===== config.mk =====
export PLATFORM = sky130hd
export DESIGN_NAME = rf_operand_fetch
export DESIGN_NICKNAME = d
export VERILOG_FILES = /design/src/rtl/rf_operand_fetch.sv
export SDC_FILE = /design/constraint.sdc
export NUM_CORES = 1
export LEC_CHECK = 0
export CORE_ASPECT_RATIO = 0.8
export CORE_MARGIN = 2
export CORE_UTILIZATION = 30
export CTS_CLUSTER_SIZE = 14
export DETAILED_ROUTE_END_ITERATION = 10
export PLACE_DENSITY = 0.61
export RECOVER_POWER = 100
export SYNTH_ARGS = -nofsm -noshare
export SYNTH_HDL_FRONTEND = slang
export SYNTH_SLANG_ARGS = --single-unit

===== constraint.sdc =====
create_clock -name i_clk -period 10.47 [get_ports i_clk]
set_input_delay 2.6175 -clock i_clk [delete_from_list [all_inputs] [get_ports i_clk]]
set_output_delay 2.6175 -clock i_clk [all_outputs]
set_load 0.01 [all_outputs]

===== src/rtl/rf_operand_fetch.sv =====
`default_nettype none
// ============================================================================
// Module   : rf_operand_fetch
// Brief    : MIPS decode/operand-fetch stage. Drives the register file read
//            and write ports, bypasses same-cycle writebacks, tracks pending
//            destinations in a 32-entry scoreboard, stalls on RAW/WAW hazards
//            and on a full in-flight window, and registers the operand
//            bundle for execute.
// Revision : 1.0 - initial release
// ============================================================================
module rf_operand_fetch #(
  parameter int MAX_INFLIGHT = 4,
  parameter int CNT_W        = 5
) (
  input  logic        i_clk,
  input  logic        i_rst,
  input  logic        i_instr_valid,
  input  logic [31:0] i_instr,
  output logic        o_instr_ready,
  output logic [4:0]  o_raddr1,
  output logic [4:0]  o_raddr2,
  input  logic [31:0] i_rdata1,
  input  logic [31:0] i_rdata2,
  input  logic        i_wb_valid,
  input  logic [4:0]  i_wb_addr,
  input  logic [31:0] i_wb_data,
  output logic        o_rf_we,
  output logic [4:0]  o_rf_waddr,
  output logic [31:0] o_rf_wdata,
  output logic        o_op_valid,
  input  logic        i_op_ready,
  output logic [31:0] o_op_a,
  output logic [31:0] o_op_b,
  output logic [4:0]  o_op_dest,
  output logic [31:0] o_op_instr,
  output logic        o_wb_err
);

  localparam logic [CNT_W-1:0] C_MAX_CNT = CNT_W'(MAX_INFLIGHT);

  // Registered state
  logic [31:0]      busy_q,  busy_d;
  logic [CNT_W-1:0] cnt_q,   cnt_d;
  logic             valid_q, valid_d;
  logic [31:0]      a_q,     a_d;
  logic [31:0]      b_q,     b_d;
  logic [4:0]       dest_q,  dest_d;
  logic [31:0]      instr_q, instr_d;
  logic             err_q,   err_d;

  // Decode and hazard wires
  logic [5:0]       opcode;
  logic [4:0]       rs, rt, rd, dest;
  logic             rt_used;
  logic             hit_rs, hit_rt, hit_dest;
  logic             beff_rs, beff_rt, beff_dest;
  logic             wb_clr;
  logic [CNT_W-1:0] cnt_eff;
  logic             stall;
  logic             issue;
  logic             dest_set;
  logic [31:0]      opnd_a, opnd_b;

  // Decode source/destination fields from the offered instruction
  always_comb begin
    opcode  = i_instr[31:26];
    rs      = i_instr[25:21];
    rt      = i_instr[20:16];
    rd      = i_instr[15:11];
    dest    = 5'd0;
    rt_used = 1'b0;
    case (opcode)
      6'h00:                      dest = rd;
      6'h08, 6'h09, 6'h0A, 6'h0B,
      6'h0C, 6'h0D, 6'h0E, 6'h0F,
      6'h23:                      dest = rt;
      6'h03:                      dest = 5'd31;
      default:                    dest = 5'd0;
    endcase
    case (opcode)
      6'h00, 6'h04, 6'h05, 6'h2B: rt_used = 1'b1;
      default:                    rt_used = 1'b0;
    endcase
  end

  // Register file ports: reads follow the instruction, writes follow writeback
  always_comb begin
    o_raddr1   = i_instr[25:21];
    o_raddr2   = i_instr[20:16];
    o_rf_we    = i_wb_valid && (i_wb_addr != 5'd0);
    o_rf_waddr = i_wb_addr;
    o_rf_wdata = i_wb_data;
  end

  // Bypass selection, effective busy state and stall/handshake generation
  always_comb begin
    hit_rs    = i_wb_valid && (i_wb_addr == rs)   && (rs   != 5'd0);
    hit_rt    = i_wb_valid && (i_wb_addr == rt)   && (rt   != 5'd0);
    hit_dest  = i_wb_valid && (i_wb_addr == dest) && (dest != 5'd0);
    beff_rs   = busy_q[rs]   && !hit_rs;
    beff_rt   = busy_q[rt]   && !hit_rt;
    beff_dest = busy_q[dest] && !hit_dest;

    opnd_a = (rs == 5'd0) ? 32'd0 : (hit_rs ? i_wb_data : i_rdata1);
    opnd_b = (rt == 5'd0) ? 32'd0 : (hit_rt ? i_wb_data : i_rdata2);

    // r0 is never marked busy, so a writeback to r0 never clears anything
    wb_clr  = i_wb_valid && busy_q[i_wb_addr];
    cnt_eff = cnt_q - {{(CNT_W-1){1'b0}}, wb_clr};

    stall = beff_rs
         || (rt_used && beff_rt)
         || ((dest != 5'd0) && (beff_dest || (cnt_eff == C_MAX_CNT)));

    o_instr_ready = !stall && (!valid_q || i_op_ready);
    issue         = i_instr_valid && o_instr_ready;
    dest_set      = issue && (dest != 5'd0);
  end

  // Next-state for scoreboard, counter and the execute bundle
  always_comb begin
    busy_d = busy_q;
    if (wb_clr) begin
      busy_d[i_wb_addr] = 1'b0;
    end
    // Applied after the clear so a same-register set wins
    if (dest_set) begin
      busy_d[dest] = 1'b1;
    end
    cnt_d = cnt_q - {{(CNT_W-1){1'b0}}, wb_clr} + {{(CNT_W-1){1'b0}}, dest_set};

    valid_d = valid_q;
    a_d     = a_q;
    b_d     = b_q;
    dest_d  = dest_q;
    instr_d = instr_q;
    if (issue) begin
      valid_d = 1'b1;
      a_d     = opnd_a;
      b_d     = opnd_b;
      dest_d  = dest;
      instr_d = i_instr;
    end else if (valid_q && i_op_ready) begin
      valid_d = 1'b0;
    end

    err_d = i_wb_valid && !wb_clr;
  end

  // State registers with synchronous reset
  always_ff @(posedge i_clk) begin
    if (i_rst) begin
      busy_q  <= 32'd0;
      cnt_q   <= '0;
      valid_q <= 1'b0;
      a_q     <= 32'd0;
      b_q     <= 32'd0;
      dest_q  <= 5'd0;
      instr_q <= 32'd0;
      err_q   <= 1'b0;
    end else begin
      busy_q  <= busy_d;
      cnt_q   <= cnt_d;
      valid_q <= valid_d;
      a_q     <= a_d;
      b_q     <= b_d;
      dest_q  <= dest_d;
      instr_q <= instr_d;
      err_q   <= err_d;
    end
  end

  // Registered outputs to execute
  always_comb begin
    o_op_valid = valid_q;
    o_op_a     = a_q;
    o_op_b     = b_q;
    o_op_dest  = dest_q;
    o_op_instr = instr_q;
    o_wb_err   = err_q;
  end

endmodule
`default_nettype wire


Word level (Yosys, flattened, before mapping):

Cells that the tools add are included.

* bits in registers: 140

* add/sub/neg operators: 2
* order comparisons: 6
* equality and inequality tests: 17
* multiplexer cells: 22
* bitwise operators: 3
* reduce and logical (&&, ||, !) cells: 40

Operator list (count)
* two-way mux 32 bit: 6
* == test 6 x 4 -> 1 bit, second input constant: 8
* bitwise AND 32 bit: 1
* NOT 32 bit: 1
* OR 32 bit: 1
* less-than comparator 5 x 6 -> 1 bit, second input constant: 4
* binary-select mux 1 bit (select 5 bit): 4
* logical AND 1 bit: 20
* nonzero test 5 bit: 4
* == test 5 bit: 3
* case mux 5 bit (3 select lines): 1
* == test 6 x 3 -> 1 bit, second input constant: 2
* == test 6 bit, second input constant: 2
* demux 1 bit (select 5 bit): 2
* greater-or-equal comparator 5 x 1 -> 1 bit, second input constant: 2
* logical NOT 5 bit: 2
* two-way mux 1 bit: 9
* OR reduction 9 bit: 1
* == test 6 x 2 -> 1 bit, second input constant: 1
* logical NOT 1 bit: 6
* logical NOT 6 bit: 1
* adder 5 x 1 -> 5 bit: 1
* == test 5 x 3 -> 1 bit, second input constant: 1
* subtractor 5 x 1 -> 5 bit: 1
* 3 further kinds: 6

Logic depth before layout (Yosys ltp):

Gate-level depths: netlist of the first run.

* depth in word-level cells: 16
* depth in mapped cells: 25

Least setup slack after synthesis of the first run:

Ideal clock, no wire load.

* kind: input -> output
* start: in i_wb_addr[0]
* end: out o_instr_ready
* data arrival time: 5476 ps
* data required time: 7853 ps
* setup slack: 2377 ps
* stages on the path: 14
* buffers on the path: 2
* path through: buf_1 > mux4_2 > nor2b_1 > a31oi_1 > nand4_1 > and2_1 > clkbuf_1 > ha_1 > ha_1 > xor2_1 > and3_1 > o2111ai_1 > and4_1 > o21a_1

* cells in the longest elaborated chain, start to end: 10
* elaborated cells between the ends (all ways): 27
* classes of those cells: add/sub: 1; eq/ne: 4; mux: 2; reduce/logical: 20

RTL lines
* start, declared: line 25 `input logic [4:0] i_wb_addr,`
* binary-select mux 1 bit (select 5 bit) (tied with other cells): line 108 `wb_clr = i_wb_valid && busy_q[i_wb_addr];`
* two-way mux 1 bit (implied by the code) (tied with other cells): line 108
* logical AND 1 bit, on equally long branches: line 108, 98, 99
* subtractor 5 x 1 -> 5 bit (tied with other cells): line 109 `cnt_eff = cnt_q - {{(CNT_W-1){1'b0}}, wb_clr};`
* == test 5 x 3 -> 1 bit (tied with other cells): line 113 `|| ((dest != 5'd0) && (beff_dest || (cnt_eff == C_MAX_CNT)));`
* logical OR 1 bit / logical AND 1 bit (equally long branches): line 113, 112
* logical AND 1 bit / logical OR 1 bit (equally long branches): line 113, 112
* logical OR 1 bit (*): line 113
* logical NOT 1 bit (*): line 115 `o_instr_ready = !stall && (!valid_q || i_op_ready);`
* logical AND 1 bit (*): line 115
* end, declared: line 19 `output logic o_instr_ready,`

Mark *: on every way between the ends. The rest lies on a longest branch, timed or not. The select of a mux whose other input is x is not followed.

Worst setup path in the final report of the first run:

* start: in i_wb_addr[1]
* end: out o_instr_ready

The elaborated chain is that of the path after synthesis.

==> results of run 1 <==
[worst max-delay path: stages]
cell and delay, ps:
dlygate4sd3_1 1190, mux4_2 610, a21oi_1 190, nand4_1 160, and2_0 270, ha_1 250
ha_1 220, xor2_1 280, and3_1 220, o2111ai_1 130, and4_1 230, o21a_1 100
dlygate4sd3_1 630
[placed cells by master, fill, tap and decap left out, types with 28 or more instances in the layout]
master / instances
nand2_1: 284
mux4_2: 28
mux2i_1: 78
clkdlybuf4s50_1: 137
dfxtp_1: 140
nand3b_1: 31
mux2_1: 30
o31ai_1: 28
o21ai_0: 36
nor2b_1: 37
a21oi_1: 34
dlygate4sd3_1: 151
[how the worst min path moves through the flow]
stage	from	end	slack (ps)	cells past startpoint
detailed placement	o_op_instr[23]	o_op_instr[23]	450	2
floorplan	busy_q[0]	busy_q[0]	460	1
CTS	o_op_instr[23]	o_op_instr[23]	460	2
global route	o_op_instr[20]	o_op_instr[20]	480	2
finish	o_op_instr[11]	o_op_instr[11]	450	2
global placement	o_op_instr[10]	o_op_instr[10]	440	2
[routing by layer]
metal	vias to the layer above	part of all wire (%)	GRT usage (%)	wire length, um
met5	-	0	0	0
met4	0	2.2	6.62	685
met3	50	7.4	4.47	2270
met2	316	45	30.7	13600
met1	3804	46	28.5	14000
li1	3875	-	-	-
[cell families (layout without fill, tap and decap cells)]
family | count (synthesis) | count (layout) | synth area share (%)
xor gates and xnor gates | 20 | 20 | 2.05
buffers and inverters | 133 | 340 | 8.63
DFF | 140 | 140 | 32.8
adders and majority gates | 4 | 4 | 0.586
AOI/OAI and AO/OA | 163 | 163 | 13.4
muxes | 137 | 137 | 20.6
and+or+nand+nor | 411 | 411 | 21.9
[layout make-up]
cell class	count	share of cell area, %
well taps	370	3.90
repair buffers	301	25.0
clock inverters	8	0.874
clock buffers	24	4.39
multi-input cells	735	42.0
flip-flops and latches	140	23.6
inverters	7	0.242
[registers in the layout, summed over array words and instances (netlist names)]
name / count
o_op_a: 32
o_op_valid: 1
busy_q: 32
o_op_dest: 5
o_op_b: 32
cnt_q: 5
o_wb_err: 1
o_op_instr: 32
[metrics by stage]
stage               instances  utilization (%)  cell area [um^2]  worst slack, ps
finish                   1585             42.2             11900              762
global route             1585             42.2             11900              534
CTS                      1585             42.3             11900              994
detailed placement       1553             40.1             11300             1010
global placement         1553             40.1             11300             1150
floorplan                1008                -              8540             2380
[report_power, final]
group	internal (uW)	leakage (uW)	switching (uW)
Combinational	164	0.00334	162
Sequential	567	0.00114	15.6
Clock	396	0.000297	245
Total	1130	0.00478	422
==> metrics.yaml, run 1 <==
drt_first_pass_iters: 6
htreeDepth: 4
outcome: "complete, but fails checks"
violations: "max-capacitance violations, max-slew violations"
multiInputGateArea_um2: 4990
drc: 0
power.total_uw: 1550
cp-end-kind: "output port"
cts-root-buf: "clkbuf_16"
r2r-start: "busy_q[31]"
synth_top_area_cell: "dfxtp_1"
ys_top_cells_by_area: "dfxtp_1 33%, nand2_1 12%, mux2i_1 9.1%"
n_antenna_cell: 0
holdWs_ps: 453
arrival_ps: 7090
finalMaxSlewViolations: 74
critPathLaunchType: "primary input"
core-area_um2: 28100
post_drt_wl_per_cell_um: 19.3
wirelength_um: 30600
reg2reg_slack_ps: 4310
cts_tree: "yes"
regArea_um2: 2800
grt_max_degree: 111
async_flop_share_pct: 0
r2r_end: "o_op_b[23]"
die_area_um2: 29800
netlist_area_um2: 8540
die_h_um: 155
hpwl_um: 21700
post_cts.repair.setup_buffers: 0
clk_path_buf_depth: 2
p_per_area_nw_per_um2: 130
irDropWorstVdd_mv: 0.108
io_pins: 290
path_clk_slew_ps: 70
rows: 55
finalNetCount: 1344
period_minus_slack_ps: 9710
port_buffers: 289
startpoint: "i_wb_addr[1]"
gp_congestion: 0.899
yosysUniqueCellTypes: 61
setup_viol: 0
fmax_ghz: 0.103
grt_pass1_vias: 7650
post_cts_resized: 0
antenna_found_initial: 0
via_count: 8045
synth_edf_count: 0
synth_top_area_share_pct: 32.8
hold_buffers: 0
syn_avg_cell_area_um2: 8.47
worst_pin_slew_ps: 2930
synth.most_common_cell: "nand2_1"
period_share_pct: 92.7
synth_seq_cells: 140
vias_per_cell: 5.08
slew_headroom_pct: -96.7
die_x_um: 193
synth_nets: 1150
ys.flop_type: "dfxtp_1"
leakagePower_uw: 0.00478
initial_utilization_pct: 30.3
clock-sinks: 140
grt-ovfl-total: 0
hold_path.class: "register to register"
drtIter0Drc: 677
cp_max_fo: 16
fillerInstances: 2794
synth_common_cells: "284 x nand2_1, 140 x dfxtp_1, 78 x mux2i_1"
reg2regPathDepth: 15
layout-drive-gt1-share_pct: 7.16
grt_pass1_wl_um: 45800
synthToLayoutAreaGrowth_pct: 39.1
endpoint: "o_instr_ready"
cp.required_ps: 7850
drv_cap: 2
rsz0062_at_grt: "no"
yosysSeqAreaShare_pct: 32.8
finalSetupTns_ps: 0
synth.yosys.warnings: 0
grt_use_total_pct: 20.3
crit_type: "primary input to output port"
clkLatencyLatePin_ps: 440
ant_nets: 0
hold_viol: 0
synth_cells: 1008
clock_skew_ps: 10.1
cts_buffers: 17
Note: power is estimated with default switching activity, not from simulation.
==> run 2, diff against run 1 <==
Settings changed: CTS_BUF_LIST from default to sky130_fd_sc_hd__clkbuf_16.
==> metrics.yaml, run 2 (same netlist as run 1, synthesis figures left out) <==
post_cts.repair.setup_buffers: 0
layout-drive-gt1-share_pct: 6.58
p_per_area_nw_per_um2: 127
period_minus_slack_ps: 9680
path_clk_slew_ps: 60
via_count: 8055
setup_viol: 0
path_cells: "dlygate4sd3_1 -> mux4_2 -> a21oi_1 -> nand4_1 -> and2_0 -> ha_1 -> ha_1 -> xor2_1 -> and3_1 -> o2111ai_1 -> and4_1 -> o21a_1 -> dlygate4sd3_1"
crit_type: "primary input to output port"
drv_cap: 2
port_buffers: 289
finalSetupTns_ps: 0
clock-sinks: 140
critPathMaxStageDelay_ps: 1180
cp.required_ps: 7850
die_area_um2: 29800
cts-root-buf: "clkbuf_16"
finalNetCount: 1344
clkLatencyLatePin_ps: 430
post_cts_resized: 0
post_drt_wl_per_cell_um: 19.2
irDropWorstVdd_mv: 0.106
drc: 0
hpwl_um: 21700
clk_path_buf_depth: 2
hold_viol: 0
cp_max_fo: 16
grt-ovfl-total: 0
fmax_ghz: 0.103
grt_pass1_wl_um: 45800
grt_pass1_vias: 7637
grt_use_total_pct: 20.2
io_pins: 290
drtIter0Drc: 675
grt_max_degree: 111
clock_skew_ps: 10.5
startpoint: "i_wb_addr[1]"
gp_congestion: 0.899
period_share_pct: 92.4
initial_utilization_pct: 30.3
slew_headroom_pct: -98.5
htreeDepth: 4
rows: 55
violations: "max-capacitance violations, max-slew violations"
outcome: "complete, but fails checks"
min_path_cells: 2
cp-end-kind: "output port"
drt_first_pass_iters: 5
synthToLayoutAreaGrowth_pct: 38.3
slowest_stage: "dlygate4sd3_1"
finalMaxSlewViolations: 74
ant_nets: 0
r2r-start: "busy_q[31]"
leakagePower_uw: 0.00474
hold_buffers: 0
fin_util_pct: 42.0
min_from: "o_op_instr[23]"
critPathLaunchType: "primary input"
n_antenna_cell: 0
die_h_um: 155
hold_path.class: "register to register"
vias_per_cell: 5.08
core-area_um2: 28100
die_x_um: 193
final_common_cell: "nand2_1"
arrival_ps: 7060
rsz0062_at_grt: "no"
final_cell_mix: "284 x nand2_1, 151 x dlygate4sd3_1, 140 x dfxtp_1"
worst_pin_slew_ps: 2960
power.total_uw: 1500
reg2regPathDepth: 15
wirelength_um: 30500
cts_buffers: 17
antenna_found_initial: 0
cts_tree: "yes"
run 2: cell types whose count changed in the layout (fill, tap and decap cells not counted):
| cell | before | now |
|---|---|---|
| clkbuf_8 | 7 | 0 |
| clkinv_1 | 1 | 8 |
run 2: per-layer routing:
metal / GRT usage [%] / vias up / part of all wire, %
met2: 30.7 / 314 / 44
met3: 4.51 / 42 / 7.6
met1: 28.5 / 3816 / 46
met4: 6.18 / 0 / 2.0
li1: - / 3883 / -
met5: 0 / - / 0
run 2: worst max-delay path, delay by kind of cell:
kind | cells | cell delay [ps]
xor+xnor | 1 | 280
simple gates | 4 | 860
fa+ha+maj | 2 | 460
buf+inv | 2 | 1810
compound gates | 3 | 420
mux | 1 | 610
run 2: final timing paths:
| path | slack, ps | to |
|---|---|---|
| setup / recovery | 790 | o_instr_ready |
| hold / removal | 450 | o_op_instr[23] |
| setup reg to reg | 4320 | o_op_b[27] |
| hold reg to reg | 450 | o_op_instr[23] |
run 2: per-stage QoR:
stage	std cells	hold slack, ps	cell area, um^2	setup WS, ps
2_1_floorplan	1008	462	8540	2380
4_1_cts	1585	457	11800	994
5_1_grt	1585	481	11800	534
6_report	1585	453	11800	791
3_3_place_gp	1553	442	11300	1150
3_5_place_dp	1553	446	11300	1010
run 2: cell type report:
| type | count | area [um^2] |
|---|---|---|
| well taps | 370 | 463 |
| flip-flops and latches | 140 | 2800 |
| multi-input cells | 735 | 4990 |
| clock inverters | 15 | 130 |
| clock buffers | 17 | 425 |
| inverters | 7 | 28.8 |
| fillers | 2804 | 16300 |
| repair buffers | 301 | 2970 |
run 2: report_power, final:
part	leakage (uW)	switching (uW)	internal [uW]
sequential	0.00114	15.6	567
combinational	0.00334	162	164
clock	0.000258	243	344
total	0.00474	421	1080
